`src/rtl/barrett_ctrl_pkg.sv`:
```
// State encoding and timeout sizing for the Barrett batch sequencer.
package barrett_ctrl_pkg;
   typedef enum logic [1:0] {IDLE, ISSUE, DRAIN, FIN} batch_state_t;

   // Idle cycles tolerated beyond the reducer latency before declaring it stuck.
   localparam int TIMEOUT_MARGIN = 2;
endpackage

```
`src/rtl/params_pkg.sv`:
```
// Shared datapath parameters for the polynomial arithmetic blocks.
package params_pkg;
   localparam int DATA_LENGTH          = 64;
   localparam int BARRETT_PIPE_LATENCY = 4;
   localparam int COEF_ADDR_W          = 8;
endpackage

```
`src/rtl/barrett_batch_ctrl.sv`:
```
// Streams a batch of coefficients from RAM through the Barrett reducer and
// writes every reduced value back to the address it was read from.
module barrett_batch_ctrl
   import barrett_ctrl_pkg::*;
#(
   parameter int DATA_LENGTH = params_pkg::DATA_LENGTH,
   parameter int ADDR_W      = params_pkg::COEF_ADDR_W,
   parameter int PIPE_LAT    = params_pkg::BARRETT_PIPE_LATENCY,
   parameter int TIMEOUT     = PIPE_LAT + TIMEOUT_MARGIN
) (
   input  logic                   clk_i,
   input  logic                   rst_i,
   input  logic                   start_i,
   input  logic [ADDR_W:0]        len_i,
   output logic                   busy_o,
   output logic                   done_o,
   output logic                   err_o,
   output logic                   rd_en_o,
   output logic [ADDR_W-1:0]      rd_addr_o,
   input  logic [DATA_LENGTH-1:0] rd_data_i,
   output logic [DATA_LENGTH-1:0] red_x_o,
   output logic                   red_start_o,
   input  logic [DATA_LENGTH-1:0] red_result_i,
   input  logic                   red_valid_i,
   output logic                   wr_en_o,
   output logic [ADDR_W-1:0]      wr_addr_o,
   output logic [DATA_LENGTH-1:0] wr_data_o
);
   localparam int              IDLE_W  = $clog2(TIMEOUT + 1);
   localparam logic [ADDR_W:0] CNT_ONE = (ADDR_W + 1)'(1);

   batch_state_t      state;
   logic [ADDR_W:0]   len_q;
   logic [ADDR_W:0]   rd_cnt;
   logic [ADDR_W:0]   wr_cnt;
   logic [IDLE_W-1:0] idle_cnt;
   logic              in_batch;
   logic              wr_take;
   logic              wr_last;
   logic              overrun;

   // RAM data goes straight to the reducer; red_start_o marks the cycle it is valid.
   assign red_x_o  = rd_data_i;
   assign in_batch = (state == ISSUE) || (state == DRAIN);
   assign wr_take  = in_batch && red_valid_i && (wr_cnt != len_q);
   assign wr_last  = wr_take && (wr_cnt == len_q - CNT_ONE);
   assign overrun  = in_batch && red_valid_i && (wr_cnt == len_q);

   always_ff @(posedge clk_i) begin
      if (rst_i) begin
         state       <= IDLE;
         len_q       <= '0;
         rd_cnt      <= '0;
         wr_cnt      <= '0;
         idle_cnt    <= '0;
         busy_o      <= 1'b0;
         done_o      <= 1'b0;
         err_o       <= 1'b0;
         rd_en_o     <= 1'b0;
         rd_addr_o   <= '0;
         red_start_o <= 1'b0;
         wr_en_o     <= 1'b0;
         wr_addr_o   <= '0;
         wr_data_o   <= '0;
      end else begin
         rd_en_o     <= 1'b0;
         wr_en_o     <= 1'b0;
         done_o      <= 1'b0;
         red_start_o <= rd_en_o;

         if (wr_take) begin
            wr_en_o   <= 1'b1;
            wr_addr_o <= wr_cnt[ADDR_W-1:0];
            wr_data_o <= red_result_i;
            wr_cnt    <= wr_cnt + CNT_ONE;
         end
         if (overrun) begin
            err_o <= 1'b1;
         end

         case (state)
            IDLE: begin
               if (red_valid_i) begin
                  err_o <= 1'b1;
               end
               // The first read is launched on the accept edge so data arrives in cycle 2.
               if (start_i) begin
                  err_o    <= 1'b0;
                  busy_o   <= 1'b1;
                  len_q    <= len_i;
                  wr_cnt   <= '0;
                  idle_cnt <= '0;
                  if (len_i != '0) begin
                     state     <= ISSUE;
                     rd_en_o   <= 1'b1;
                     rd_addr_o <= '0;
                     rd_cnt    <= CNT_ONE;
                  end else begin
                     state  <= FIN;
                     rd_cnt <= '0;
                  end
               end
            end
            ISSUE: begin
               if (rd_cnt == len_q) begin
                  state <= DRAIN;
               end else begin
                  rd_en_o   <= 1'b1;
                  rd_addr_o <= rd_cnt[ADDR_W-1:0];
                  rd_cnt    <= rd_cnt + CNT_ONE;
               end
            end
            DRAIN: begin
               if (wr_last || (wr_cnt == len_q)) begin
                  state <= FIN;
               end else if (red_valid_i) begin
                  idle_cnt <= '0;
               end else if (idle_cnt == IDLE_W'(TIMEOUT - 1)) begin
                  err_o <= 1'b1;
                  state <= FIN;
               end else begin
                  idle_cnt <= idle_cnt + IDLE_W'(1);
               end
            end
            FIN: begin
               if (red_valid_i) begin
                  err_o <= 1'b1;
               end
               done_o <= 1'b1;
               busy_o <= 1'b0;
               state  <= IDLE;
            end
            default: state <= IDLE;
         endcase
      end
   end
endmodule
```
`config.mk`:
```
export PLATFORM = sky130hd
export DESIGN_NAME = barrett_batch_ctrl
export DESIGN_NICKNAME = d
export VERILOG_FILES = /design/src/rtl/barrett_ctrl_pkg.sv /design/src/rtl/params_pkg.sv /design/src/rtl/barrett_batch_ctrl.sv
export SDC_FILE = /design/constraint.sdc
export NUM_CORES = 1
export LEC_CHECK = 0
export ABC_AREA = 1
export CORE_MARGIN = 5
export CORE_UTILIZATION = 41
export DETAILED_ROUTE_END_ITERATION = 12
export PLACE_DENSITY = 0.9
export SYNTH_ARGS = -nofsm -noshare
export SYNTH_HDL_FRONTEND = slang
export SYNTH_SLANG_ARGS = --single-unit
```
`constraint.sdc`:
```
create_clock -name clk_i -period 2 [get_ports clk_i]
set_input_delay 0.3 -clock clk_i [delete_from_list [all_inputs] [get_ports clk_i]]
set_output_delay 0.3 -clock clk_i [all_outputs]
set_load 0.05 [all_outputs]
```
==> run metrics, run 1 <==
top cells by count, synth nor2_1 (195), dfxtp_1 (118), nand2_1 (108); number of synthesized flops with an enable pin 0; post-synthesis area per instance 7.239 sq um; Routed WL per cell 13.96 um; Synth Net Count 948; DP HPWL 11,150 um; final hold viol count 0; Worst Path Arrival 1.57 ns; CTS root buf clkbuf_16; Die Wd 128.7 um; overall power 0.01245 W; Power Density 1606 nW/um^2; Clock power frac 24.3%; I/O Pins 291; crit path kind flop to output port; Reg clk slew, reported paths 0.05 ns; NetSw 0.005390 W; first-pass GRT wire length 24,410 um; Final Skew 0.009139 ns; Yosys reg bits 118; Max-cap violations 0; sequential power share 27.5%; Final min period 1.874 ns; Max Slew Vio Count 0; count of cell types in the netlist 35; largest area contributor in the synthesized netlist dfxtp_1; row cnt 43; WP data required 1.70 ns; vias in the first global route 5,079; Placement Setup Slack -0.08435 ns; initial antenna violation count 0; Sw Share 43.31%; Via-to-Cell Ratio 4.868; status complete, no violations; Area Overhead vs Synth 34.16%; delay-heaviest family, CP buffers and inverters; clock buffer depth 2; Leak Pwr 3.113 nW; critical path endpoint category output port; Syn. warnings 0; crit path max fanout 3; Synth Flop Type dfxtp_1; via count 5,292; final setup margin 0.1261 ns; Overall Global Routing Usage 18.32%; CTS tree done; RSZ-0062 raised after global routing false; pin count of the biggest net entering global routing 50; Core Region 13,830 sq um; Ant. Diodes 0; Clock Latency Late Sink 0.41 ns; layout cells sized above 1 8.931%; FMAX 0.5336 GHz; grt total ovfl 0; total CTS buffers 17; Worst Hold Class flop to flop; Setup violations, final 0; most common cell in the netlist nor2_1; total wire length 15,180 um; post-synthesis cell count 798; CP Launch Type flop; quantity of I/O buffers inserted on ports 162; Max VDD drop 0.7906 mV; Final Cycle Share 93.70%; Worst Path Buf+Inv 1; largest cells by area after synthesis dfxtp_1 (41%), nor2_1 (13%), buf_4 (9.1%); post-CTS setup buffer count 0; synthesized area 5777 sq um; Slew HR 62.49%; drt pass-1 iters 4; starting density of the core 41.78%; Placer Congestion 0.9192; area fraction of the dominant cell type after synthesis 40.89%; asr flop ratio synth 0%; CTS sink count 118; initial DRC count 317; Final ANT Viol Nets 0; max incr delay on CP 0.82 ns; slowest CP cell clkdlybuf4s50_1; Least-Margin Pin Slew 0.5609 ns; combinational cell fraction of total power 48.1%; hold_buf cts 0; Int Pwr 0.007057 W; H-tree depth 4; Die Y 128.7 um; worst path cell trace clkdlybuf4s50_1; final net count 1,044; Seq/Total Area, Yosys 40.89%; Die ar. 16,560 sq um; DRC Markers 0
## state kept, by name, summed over array words and instances, names as in the netlist
signal	flops
idle_cnt	3
wr_en_o	1
wr_addr_o	8
red_start_o	1
err_o	1
wr_data_o	64
rd_en_o	1
wr_cnt	9
rd_addr_o	8
busy_o	1
done_o	1
rd_cnt	9
state	2
len_q	9
## cell families (layout without fill, tap and decap cells)
logic type	count (synthesis)	in the layout	synth area share [%]
AND/OR/NAND/NOR	370	370	26.60
XOR/XNOR	25	25	3.790
adder cells (fa/ha/maj)	9	9	1.949
buffers and inverters	155	264	15.81
AO/OA/AOI/OAI	121	121	10.96
flip-flops	118	118	40.89
## power by group through the flow
stage | registers, W | clock network (W) | logic (W)
final | 0.00343 | 0.00303 | 0.00599
after floorplan | 0.00529 | 0 | 0.00261
after global placement | 0.00343 | 0 | 0.00584
after detailed placement | 0.00347 | 0 | 0.00592
after CTS | 0.00343 | 0.00310 | 0.00595
after global routing | 0.00352 | 0.00322 | 0.00647
## layout by cell type (no fill, tap or decap), types with 4 or more instances in the layout
cell type,count
buf_12,5
o21ai_0,81
a211oi_1,5
dfxtp_1,112
xor2_1,20
nand2_1,106
clkdlybuf4s50_1,162
nor2_1,195
nor3_1,9
inv_2,8
inv_1,42
nand4_1,11
clkbuf_8,5
ha_1,8
clkbuf_16,17
dfxtp_2,6
buf_4,13
clkinv_2,4
xnor2_1,5
a21oi_1,28
nand3_1,30
## layout make-up
cell class / instances / area, sq um
Timing Repair Buffer: 181 / 1831
Sequential cell: 118 / 2370
Tap cell: 180 / 225.2
Inverter: 51 / 193.9
Fill cell: 1226 / 6077
Clock buffer: 24 / 501.7
Multi-Input combinational cell: 525 / 2534
Clock inverter: 8 / 95.09
## worst min-delay path, stage by stage, from the launching register on
cell     delay [ns]
dfxtp_1        0.31
inv_1          0.06
nor2_1         0.04
## repair_timing
action                     4_1_cts  5_1_grt
resized for setup                0       15
hold endpoints to repair         0        0
setup endpoints to repair        0       77
## per-layer routing
metal	up-vias	track usage, %	wire length [um]
met4	0	9.512	501
met1	2353	22.37	6238
met3	44	6.559	1542
met2	221	28.38	6896
li1	2674	-	-
met5	-	0	0
## worst paths after layout
check,cells past startpoint,slack (ns),start,to
hold / removal,2,0.45,rd_en_o$_SDFF_PP0_,red_start_o$_SDFF_PP0_
hold reg to reg,2,0.45,rd_en_o$_SDFF_PP0_,red_start_o$_SDFF_PP0_
setup reg to reg,10,0.17,len_q[3]$_SDFFE_PP0P_,wr_cnt[3]$_SDFF_PP0_
setup / recovery,1,0.13,err_o$_SDFF_PP0_,err_o
## stage by stage
stage / cells / utilization (%) / hold slack (ns) / TNS, ns / instance area (sq um)
2_1_floorplan: 798 / - / 0.3959 / 0 / 5777
3_3_place_gp: 1055 / 51.40 / 0.4084 / 0 / 7107
3_5_place_dp: 1055 / 51.40 / 0.4173 / -0.4627 / 7107
4_1_cts: 1087 / 55.71 / 0.4424 / 0 / 7704
5_1_grt: 1087 / 56.05 / 0.4508 / 0 / 7750
6_report: 1087 / 56.05 / 0.4458 / 0 / 7750
(Power assumes the default switching activity.)
==> run 2: changes to the inputs <==
ABC_CLOCK_PERIOD_IN_PS = 2000   (was unset)
CORE_AREA = 5 5 111 113   (was unset)
CORE_MARGIN = unset   (was 5)
CORE_UTILIZATION = unset   (was 41)
DIE_AREA = 0 0 116 118   (was unset)
DONT_BUFFER_PORTS = 1   (was unset)
PLACE_DENSITY = 0.75   (was 0.9)
==> run metrics, run 2 (same netlist as run 1, synthesis figures left out) <==
Placer Congestion 0.9366 (+1.9%); initial DRC count 351 (+11%); final net count 884 (-15%); H-tree depth 4 (unchanged); CTS root buf clkbuf_16; crit path kind flop to flop; layout cells sized above 1 10.98% (+2.0 points); max reg flops 64 (unchanged); clock buffer depth 2 (unchanged); Via-to-Cell Ratio 5.249 (+7.8%); crit path max fanout 4 (+1); drt pass-1 iters 5 (+1); total wire length 13,890 um (-8.5%); I/O Pins 291 (unchanged); Inst Count DP 855 (-19%); Setup violations, final 0 (unchanged); grt total ovfl 0 (unchanged); FMAX 0.5420 GHz (+1.6%); starting density of the core 51.47% (+9.7 points); Routed WL per cell 15.61 um (+12%); Power Density 1914 nW/um^2 (+19%); most common cell after layout, fill and taps aside nor2_1; Slew HR 24.84% (-38 points); Max VDD drop 1.026 mV (+30%); Leak Pwr 2.553 nW (-18%); Clock Latency Late Sink 0.41 ns (about the same); quantity of I/O buffers inserted on ports 0 (-100%); WP data required 2.24 ns (+0.54 ns); critical path endpoint category flop; setup TNS 0 ns (unchanged); CTS sink count 118 (unchanged); Finished Core Util 54.99% (-1.1 points); FILL cells 1,065 (-13%); Core Region 11,220 sq um (-19%); total CTS buffers 17 (unchanged); first-pass GRT wire length 21,880 um (-10%); Max Slew Vio Count 0 (unchanged); overall power 0.01181 W (-5.1%); Die Y 118 um (-8.3%); DP HPWL 9972 um (-11%); DRC Markers 0 (unchanged); CTS tree done; Final ANT Viol Nets 0 (unchanged); row cnt 39 (-9.3%); Die Wd 116 um (-9.9%); Max-cap violations 0 (unchanged); via count 4,672 (-12%); pin count of the biggest net entering global routing 63 (+26%); final hold viol count 0 (unchanged); Worst Hold Class input pin to flop; Ant. Diodes 0 (unchanged); Worst Path Arrival 2.09 ns (+0.52 ns); status complete, no violations; initial antenna violation count 0 (unchanged); Die ar. 13,690 sq um (-17%); Final Skew 0.007234 ns (-0.001905 ns); Reg clk slew, reported paths 0.06 ns (about the same); final non-filler cell total 890 (-18%); Final min period 1.845 ns (-0.02875 ns); Biggest register wr_data_o; Overall Global Routing Usage 20.09% (+1.8 points); Area Overhead vs Synth 6.844%; Final Cycle Share 92.26% (-1.4 points); CP Launch Type flop; reg2reg setup slack 0.15 ns (-0.02 ns); vias in the first global route 4,318 (-15%); most frequent cells in the layout nor2_1 (195), dfxtp_1 (112), nand2_1 (106), o21ai_0 (81), inv_1 (41); hold slack 0.02183 ns (-0.4240 ns); Least-Margin Pin Slew 1.124 ns (+0.5628 ns)
==> run 2: layout make-up <==
cell class                      count  area (sq um)  share of cell area, %
Clock buffer                       25         505.5                  8.190
Clock inverter                      7         187.7                  3.041
Tap cell                          143         178.9                  2.899
Multi-Input combinational cell    525          2541                  41.17
Sequential cell                   118          2370                  38.39
Timing Repair Buffer               21         197.7                  3.203
Inverter                           51         191.4                  3.102
==> run 2: worst paths after layout <==
check                                           start                     to  cells after the start
worst min-delay path                          start_i   wr_cnt[8]$_SDFF_PP0_                      1
worst min register to register  state[0]$_SDFFE_PP0P_  state[0]$_SDFFE_PP0P_                      2
worst max register to register  state[1]$_SDFFE_PP0P_  state[1]$_SDFFE_PP0P_                     13
worst max-delay path            state[1]$_SDFFE_PP0P_  state[1]$_SDFFE_PP0P_                     13
==> run 2: worst max-delay path, stage by stage, from the launching register on <==
cell and delay, ns:
dfxtp_2 0.35, inv_1 0.09, ha_4 0.28, nand2_1 0.08
inv_2 0.07, nand3_1 0.06, nor2_1 0.09, nand2_1 0.06
nor2_1 0.08, nand3_1 0.12, nand3_1 0.17, nand2_1 0.09
nand2_1 0.09, a21oi_1 0.06
==> run 2: layer usage <==
metal / track usage (%) / part of all wire [%] / up-vias
met5: 0 / 0 / -
met4: 7.034 / 1.9 / 0
met3: 9.460 / 12 / 38
met2: 31.26 / 47 / 194
met1: 24.14 / 39 / 2086
li1: - / - / 2354
==> run 2: repair_timing <==
item	CTS	global route
gates resized for setup	0	14
endpoints found under the setup margin	0	26
endpoints found under the hold margin	25	0
buffers inserted	0	2
hold buffers	1	0
==> run 2: metrics by stage <==
stage	cell area, sq um	worst slack, ns
5_1_grt	6172	-0.01481
3_3_place_gp	5406	0.1733
3_5_place_dp	5406	0.09803
6_report	6172	0.1548
4_1_cts	6110	0.05258
2_1_floorplan	5777	0.3108
==> run 2: power by group <==
group          leakage (nW)  internal, W  switching (W)
Sequential            0.968      0.00302        0.00239
Clock                 0.334      0.00250        0.00102
Combinational          1.25      0.00108        0.00180
